--- config.mk ---
export PLATFORM = sky130hd
export DESIGN_NAME = instr_fetch
export DESIGN_NICKNAME = d
export VERILOG_FILES = /design/src/rtl/instr_fetch_pkg.sv /design/src/rtl/instr_fetch_skid_buf.sv /design/src/rtl/instr_fetch.sv
export SDC_FILE = /design/constraint.sdc
export NUM_CORES = 1
export LEC_CHECK = 0
export CAP_MARGIN = 20
export CORE_MARGIN = 2
export CORE_UTILIZATION = 47
export CTS_CLUSTER_DIAMETER = 50
export DETAILED_ROUTE_END_ITERATION = 10
export GPL_ROUTABILITY_DRIVEN = 0
export PLACE_DENSITY = 0.76
export SYNTH_ARGS = -nofsm -noshare
export SYNTH_HDL_FRONTEND = slang
export SYNTH_SLANG_ARGS = --single-unit
export TNS_END_PERCENT = 20
--- constraint.sdc ---
create_clock -name clk -period 1.9 [get_ports clk]
set_input_delay 0.285 -clock clk [delete_from_list [all_inputs] [get_ports clk]]
set_output_delay 0.285 -clock clk [all_outputs]
set_load 0.01 [all_outputs]
--- src/rtl/instr_fetch_pkg.sv ---
// rtl/instr_fetch_pkg.sv - shared fetch-stage types and constants
package instr_fetch_pkg;

    typedef enum logic [1:0] {
        ST_REQ  = 2'd0,
        ST_WAIT = 2'd1,
        ST_DROP = 2'd2
    } fetch_state_e;

    localparam logic [31:0] FETCH_NOP_INSTR = 32'h0000_0013;
    localparam logic [31:0] FETCH_RESET_PC  = 32'h0000_0000;

    function automatic logic [31:0] word_align(input logic [31:0] addr);
        return addr & ~32'h3;
    endfunction

endpackage

--- src/rtl/instr_fetch_skid_buf.sv ---
// rtl/instr_fetch_skid_buf.sv - one-entry holding buffer for a fetched instruction
module fetch_skid_buf (
    input  logic        clk,
    input  logic        rst,
    input  logic        load,
    input  logic        clear,
    input  logic [31:0] d_pc,
    input  logic [31:0] d_pc_plus4,
    input  logic [31:0] d_instr,
    output logic        q_valid,
    output logic [31:0] q_pc,
    output logic [31:0] q_pc_plus4,
    output logic [31:0] q_instr
);

    // Clear wins over load so a redirect can never leave a stale entry behind
    always_ff @(posedge clk) begin
        if (rst) begin
            q_valid    <= 1'b0;
            q_pc       <= 32'h0;
            q_pc_plus4 <= 32'h0;
            q_instr    <= 32'h0;
        end else if (clear) begin
            q_valid <= 1'b0;
        end else if (load) begin
            q_valid    <= 1'b1;
            q_pc       <= d_pc;
            q_pc_plus4 <= d_pc_plus4;
            q_instr    <= d_instr;
        end
    end

endmodule

--- src/rtl/instr_fetch.sv ---
// rtl/instr_fetch.sv - fetch stage: PC, imem req/gnt/rvalid handshake, redirect squash
module instr_fetch
    import instr_fetch_pkg::*;
#(
    parameter logic [31:0] RESET_PC  = FETCH_RESET_PC,
    parameter logic [31:0] NOP_INSTR = FETCH_NOP_INSTR
) (
    input  logic        clk,
    input  logic        rst,
    input  logic        pc_next_sel,
    input  logic [31:0] branch_jump_addr,
    input  logic        stall_IF,
    output logic        imem_req,
    output logic [31:0] imem_addr,
    input  logic        imem_gnt,
    input  logic        imem_rvalid,
    input  logic [31:0] imem_rdata,
    output logic        valid_ID,
    output logic [31:0] pc_ID,
    output logic [31:0] pcPlus4_ID,
    output logic [31:0] instr_ID,
    output logic        misalign_o
);

    fetch_state_e state_q, state_d;
    logic [31:0]  pc_q;
    logic [31:0]  req_pc_q;
    logic         grant;
    logic         rsp_valid;
    logic         buf_valid;
    logic         buf_load;
    logic         buf_clear;
    logic [31:0]  buf_pc;
    logic [31:0]  buf_pc_plus4;
    logic [31:0]  buf_instr;

    assign grant     = imem_req & imem_gnt;
    assign rsp_valid = (state_q == ST_WAIT) & imem_rvalid;
    assign imem_addr = word_align(pc_q);
    // A response that decode cannot take yet is parked; it drains on the first unstalled cycle
    assign buf_load  = rsp_valid & stall_IF & ~pc_next_sel;
    assign buf_clear = pc_next_sel | (buf_valid & ~stall_IF);

    // Request generation and next-state; at most one request is ever outstanding
    always_comb begin
        state_d  = state_q;
        imem_req = 1'b0;
        case (state_q)
            ST_REQ: begin
                imem_req = ~buf_valid & ~pc_next_sel;
                if (imem_req & imem_gnt) begin
                    state_d = ST_WAIT;
                end
            end
            ST_WAIT: begin
                // Issue the next fetch in the same cycle the previous one returns
                imem_req = imem_rvalid & ~pc_next_sel & ~stall_IF;
                if (pc_next_sel) begin
                    state_d = imem_rvalid ? ST_REQ : ST_DROP;
                end else if (imem_rvalid) begin
                    state_d = (imem_req & imem_gnt) ? ST_WAIT : ST_REQ;
                end
            end
            ST_DROP: begin
                if (imem_rvalid) begin
                    state_d = ST_REQ;
                end
            end
            default: state_d = ST_REQ;
        endcase
        if (rst) begin
            imem_req = 1'b0;
        end
    end

    // FSM state register
    always_ff @(posedge clk) begin
        if (rst) begin
            state_q <= ST_REQ;
        end else begin
            state_q <= state_d;
        end
    end

    // PC update: redirect reloads, a granted fetch advances by one word
    always_ff @(posedge clk) begin
        if (rst) begin
            pc_q     <= RESET_PC;
            req_pc_q <= 32'h0;
        end else if (pc_next_sel) begin
            pc_q <= word_align(branch_jump_addr);
        end else if (grant) begin
            req_pc_q <= pc_q;
            pc_q     <= pc_q + 32'd4;
        end
    end

    // Decode-facing registers; redirect squashes even when decode is stalled
    always_ff @(posedge clk) begin
        if (rst) begin
            valid_ID   <= 1'b0;
            pc_ID      <= 32'h0;
            pcPlus4_ID <= 32'h0;
            instr_ID   <= NOP_INSTR;
            misalign_o <= 1'b0;
        end else begin
            misalign_o <= pc_next_sel & (|branch_jump_addr[1:0]);
            if (pc_next_sel) begin
                valid_ID <= 1'b0;
                instr_ID <= NOP_INSTR;
            end else if (!stall_IF) begin
                if (buf_valid) begin
                    valid_ID   <= 1'b1;
                    pc_ID      <= buf_pc;
                    pcPlus4_ID <= buf_pc_plus4;
                    instr_ID   <= buf_instr;
                end else if (rsp_valid) begin
                    valid_ID   <= 1'b1;
                    pc_ID      <= req_pc_q;
                    pcPlus4_ID <= req_pc_q + 32'd4;
                    instr_ID   <= imem_rdata;
                end else begin
                    valid_ID <= 1'b0;
                    instr_ID <= NOP_INSTR;
                end
            end
        end
    end

    fetch_skid_buf u_skid_buf (
        .clk        (clk),
        .rst        (rst),
        .load       (buf_load),
        .clear      (buf_clear),
        .d_pc       (req_pc_q),
        .d_pc_plus4 (req_pc_q + 32'd4),
        .d_instr    (imem_rdata),
        .q_valid    (buf_valid),
        .q_pc       (buf_pc),
        .q_pc_plus4 (buf_pc_plus4),
        .q_instr    (buf_instr)
    );

endmodule
## Word level (Yosys, flattened, before mapping)

Cells that the tools add are included.

- Register bits: 261
- Input port bits: 70
- Output and inout bits: 131

- $add $sub $neg: 2
- Equality and inequality tests: 5
- Multiplexer cells: 19
- Bitwise logic cells: 16
- Reductions and logical operators: 10

Operator list:

| kind | count |
|---|---|
| two-way mux 32 bit | 8 |
| adder 32 x 3 -> 32 bit (second input constant) | 2 |
| AND 1 bit | 11 |
| two-way mux 2 bit | 5 |
| case mux 2 bit (3 select lines) | 1 |
| AND reduction 3 bit | 2 |
| OR reduction 2 bit | 3 |
| two-way mux 1 bit | 4 |
| != test 2 bit (second input constant) | 2 |
| NOT 1 bit | 4 |
| AND reduction 2 bit | 2 |
| nonzero test 2 bit | 2 |
| != test 3 bit (second input constant) | 1 |
| equality test 2 x 1 -> 1 bit (second input constant) | 1 |
| equality test 2 bit (second input constant) | 1 |
| logical NOT 2 bit | 1 |
| case mux 1 bit (2 select lines) | 1 |
| bitwise OR 1 bit | 1 |

## Longest topological paths before layout

- Word-level depth: 8
- Mapped depth: 8
- Mapped depth without buffers: 6

## Hierarchy

Synthesis repeated with hierarchy kept, for this count alone.

- Cell total of the unflattened synthesis: 1397
- Area total of the unflattened synthesis: 12213.0 um^2

By module, submodules not included:

| module | instances | cells an instance | area each (um^2) | seq. area each (um^2) |
|---|---|---|---|---|
| instr_fetch | 1 | 958 | 7863.8 | 3203.1 |
| fetch_skid_buf | 1 | 439 | 4349.2 | 1941.9 |

## Worst setup path after synthesis

Ideal clock, no wire load.

- Path type: register to register
- Start: reg req_pc_q[19]
- End: reg pcPlus4_ID[27]
- Setup time: 0.120 ns
- Data arrival time: 1.842 ns
- Data required time: 1.780 ns
- Path slack: -0.062 ns
- Cell stages (with the launch flop): 7
- Buffers on the path: 1
- Period minus slack after synthesis: 1.962 ns
- Cell sequence: dfxtp_1 clkbuf_1 nand4_1 nor4_4 nand3_1 and4_1 o31a_1

- Word-level cells in the longest chain between the ends: 3

RTL lines:

| element | line | text |
|---|---|---|
| from (decl) | instr_fetch.sv:27 | `logic [31:0] req_pc_q;` |
| from (signal assigned) | instr_fetch.sv:93 | `req_pc_q <= pc_q;` |
| adder 32 x 3 -> 32 bit | instr_fetch.sv:120 | `pcPlus4_ID <= req_pc_q + 32'd4;` |
| two-way mux 32 bit | instr_fetch.sv:117 | `end else if (rsp_valid) begin` |
| two-way mux 32 bit | instr_fetch.sv:112 | `if (buf_valid) begin` |
| to (signal assigned) | instr_fetch.sv:115 | `pcPlus4_ID <= buf_pc_plus4;` |
| to (signal assigned) | instr_fetch.sv:120 |  |
| to (decl) | instr_fetch.sv:20 | `output logic [31:0] pcPlus4_ID,` |

No other way between the ends. The select of a mux whose other input is x is not followed.
A chain may end at the register's enable or synchronous reset.

## Worst setup path in the final report

- Start: reg pc_q[7]
- End: reg pc_q[11]

- Word-level cells in the longest chain between the ends: 3

RTL lines:

| element | line | text |
|---|---|---|
| from (decl) | instr_fetch.sv:26 | `logic [31:0] pc_q;` |
| from (signal assigned) | instr_fetch.sv:91 | `pc_q <= word_align(branch_jump_addr);` |
| from (signal assigned) | instr_fetch.sv:94 | `pc_q <= pc_q + 32'd4;` |
| adder 32 x 3 -> 32 bit | instr_fetch.sv:94 |  |
| two-way mux 32 bit | instr_fetch.sv:92 | `end else if (grant) begin` |
| two-way mux 32 bit | instr_fetch.sv:90 | `end else if (pc_next_sel) begin` |

No other way between the ends. The select of a mux whose other input is x is not followed.

==> flow_summary_export.csv <==
group,metric,value,unit
run_status,result_of_the_run,"finished clean",
routing,dr_total_vias,10660,
synth,synth_area,10820,um2
routing,detailedRoute.firstPassIterationCount,6,
layout,num-nets-final,1639,
timing,clock_skew,20.87,ps
routing,drt-total-wl,32180,um
synth,post_synth_main_area_contributors,"dfxtp_1 (46%), nand2_1 (8.7%), a21oi_1 (5.6%), a211oi_1 (4.4%), clkbuf_1 (3.6%)",
clock_tree,clk_path_buf_depth,3,
routing,drc,0,
timing,hold_violations,0,
synth,synth_seq_area_share,46.08,%
floorplanning,rows,55,
critical_path,critical_path_required,2350,ps
timing,worst_pin_slew,943.1,ps
floorplanning,fp.dieH,155.7,um
power_and_ir_drop,p_total,0.01228,W
synth,synthFlopType,"dfxtp_1",
layout,fill_cells,1738,
synth,synth.distinct_cells,51,
critical_path,timing.critical_path.arrival,2340,ps
power_and_ir_drop,switching_share,22.53,%
power_and_ir_drop,comb_power_share,8.7,%
flow_run,max_cap_violation_count,0,
global_route,largest_net_degree_at_the_start_of_global_routing,118,
routing,drt_via_density,5.692,
worst_hold_path,worstHoldPathCells,4,
routing,detail_route.wl_per_cell,17.19,um
clock_tree,htree_num_levels,1,
clock_tree,cts_made_buffers,28,
synth,synthesis.yosys.warnings,0,
power_and_ir_drop,power.clock.fraction,47.2,%
worst_hold_path,min-delay-start,"rst",
synth,postSynthCellCount,1327,
layout,layout-drive-gt1-share,13.93,%
timing,relSlewSlack,37.13,%
timing,finalMaxSlewViolations,0,
power_and_ir_drop,netSwitchingPower,0.002767,W
placement,post-dp-hpwl,22240,um
critical_path,timing.critical_path.fanout_max,4,
clock_tree,worst_skew_pair_latency,530,ps
timing,pnr_worst_setup_slack,3.004,ps
power_and_ir_drop,pwr-share-seq,44.0,%
synth,synthDominantCellAreaShare,46.08,%
floorplanning,die_x,155.7,um
layout,antenna_cells_inserted,0,
global_route,via_count_of_the_first_global_routing_pass,9950,
synth,synth_enable_flop_cells,0,
critical_path,reg2reg_setup_slack,3,ps
critical_path,critPathLaunchType,"register",
global_route,grt_overflow,0,
global_route,global_route.usage.total,25.55,%
global_route,grt_first_pass_wirelength,50870,um
timing,grt_setup_unrepaired,"true",
timing,layout_worst_path_cycle_share,99.84,%
power_and_ir_drop,peakVddDrop,0.0005360,V
clock_tree,postCtsHoldBufs,0,
power_and_ir_drop,power-per-cell-area,818.9,nW/um2
critical_path,crit-reg2reg-launch,"pc_q[7]",
power_and_ir_drop,total_leakage_power,5.292,nW
clock_tree,cts_tree,"done",
routing,drt-initial-drc-count,755,
clock_tree,numClockSinks,249,
synth,synthesis.area_per_instance,8.152,um2
routing,final_antenna_net_count,0,
floorplanning,floorplan.initialDensity,47.78,%
critical_path,reg2reg_depth,6,
power_and_ir_drop,power_report.internal_total,0.009512,W
placement,portBuffers,194,
clock_tree,cts.clk_slew.worst_paths,60,ps
floorplanning,core_area,22640,um2
critical_path,critical_path_class,"reg -> reg",
synth,synth_top_cell_by_area,"dfxtp_1",
synth,async_reset_ff_share,0,%
worst_hold_path,hold_path_endpoint,"pcPlus4_ID[18]",
timing,finalSetupViolCount,0,
layout,syn_to_final_growth,38.60,%
worst_hold_path,worst_hold_path_type,"in -> reg",
placement,post-place-ws,-449.3,ps
layout,area.sequential,4999,um2
layout,postLayoutCoreUtil,66.22,%
critical_path,regToRegEndpoint,"pc_q[11]",
floorplanning,ioPinCount,201,
timing,fmax,527.1,MHz
layout,multi_input_comb_area,5419,um2
critical_path,crit_path_end_kind,"register",
timing,final_worst_path_period_need,1897,ps
floorplanning,die_area,24250,um2
clock_tree,cts.root.buffer_cell,"clkbuf_16",
synth,synth.ff_latch_count,249,
global_route,antenna_found_initial,0,
-- critical path: stages (launching register included) --
cell and delay, ps:
dfxtp_1 340, and4_1 280, nand3_1 270, buf_4 260, nor4_1 320, xnor2_1 110
a211oi_1 220
-- power groups by stage --
| stage | combinational (W) | clock [W] | sequential [W] |
|---|---|---|---|
| floorplan | 0.000416 | 0 | 0.00557 |
| global placement | 0.00104 | 0 | 0.00552 |
| detailed placement | 0.00105 | 0 | 0.00552 |
| CTS | 0.00106 | 0.00584 | 0.00541 |
| global route | 0.00115 | 0.00607 | 0.00542 |
| finish | 0.00107 | 0.00580 | 0.00541 |
-- synthesized netlist by cell type (all sizes together), types with 4 or more instances --
cell,number
and4,13
a21oi,122
xnor2,17
mux2i,35
nand3,36
inv,14
clkbuf,103
nor3,62
o211ai,14
a221oi,30
a31oi,10
nor2,103
o21bai,4
a32oi,6
and3,21
o22ai,9
a211oi,63
buf,22
dfxtp,249
nand4,15
a211o,5
nor2b,32
xor2,17
nand2,252
a311oi,4
nor4,19
o21a,6
o21ai,14
-- final cells by class --
class	instances	area share [%]
timing repair buffer	330	21.10
clock inverter	11	1.268
clock buffer	39	5.424
tap	285	2.378
inverter	14	0.3505
multi-input combinational	944	36.14
sequential	249	33.34
-- metrics by stage --
step	cells	hold slack (ps)	area, um2	TNS, ps
after floorplan	1332	364.3	10840	0
after CTS	1868	243.4	14850	-29.54
after global placement	1818	440.4	13830	-31800
final	1872	257.8	14990	0
after detailed placement	1818	445.4	13830	-42890
after global routing	1872	253.6	14990	-756.2
-- placed cells by master, fill, tap and decap left out, types with 17 or more instances in the layout --
| cell | instances |
|---|---|
| a211oi_1 | 63 |
| dfxtp_1 | 242 |
| nor2_1 | 99 |
| a221oi_1 | 30 |
| nand2_1 | 251 |
| and3_1 | 20 |
| xnor2_1 | 17 |
| nor3_1 | 56 |
| clkbuf_16 | 29 |
| nor2b_1 | 32 |
| clkdlybuf4s50_1 | 188 |
| buf_4 | 119 |
| mux2i_1 | 35 |
| a21oi_1 | 122 |
| nand3_1 | 34 |
-- how the worst max path moves through the flow --
stage                  from              to  slack [ps]  depth (start not counted)
2_1_floorplan  req_pc_q[11]  pcPlus4_ID[27]           2                          6
3_3_place_gp    pc_next_sel        pc_q[17]        -320                          7
3_5_place_dp    pc_next_sel        pc_q[16]        -450                          7
4_1_cts         req_pc_q[2]  pcPlus4_ID[31]         -20                          6
5_1_grt          state_q[1]        pc_q[26]         -90                          7
6_report            pc_q[7]        pc_q[11]           3                          6
-- cells by family after synthesis --
family / count (synthesis) / share of synthesized area [%]
simple gates: 566 / 24.29
compound gates: 301 / 18.18
flops: 249 / 46.08
buf+inv: 139 / 5.193
mux: 35 / 3.239
xor+xnor: 34 / 2.753
fa+ha+maj: 2 / 0.2313
other cells: 1 / 0.03466
-- routing by layer --
layer / wire length (um) / global-route usage (%)
met3: 2171 / 3.111
met4: 920 / 8.694
met1: 14270 / 36.08
met2: 14810 / 40.62
met5: 0 / 0
-- what timing repair did --
item / in CTS / in global routing
endpoints found under the setup margin: 12 / 60
buffers inserted: 0 / 4
gates resized for setup: 9 / 28
pin swaps: 3 / 7
-- sequential cells by signal (all words and copies together), names as in the netlist --
register               count
pcPlus4_ID                30
misalign_o                 1
pc_ID                     30
instr_ID                  32
valid_ID                   1
u_skid_buf.q_pc           30
u_skid_buf.q_instr        32
req_pc_q                  30
state_q                    2
pc_q                      30
u_skid_buf.q_pc_plus4     30
u_skid_buf.q_valid         1
Note: power is estimated with default switching activity, not from simulation.
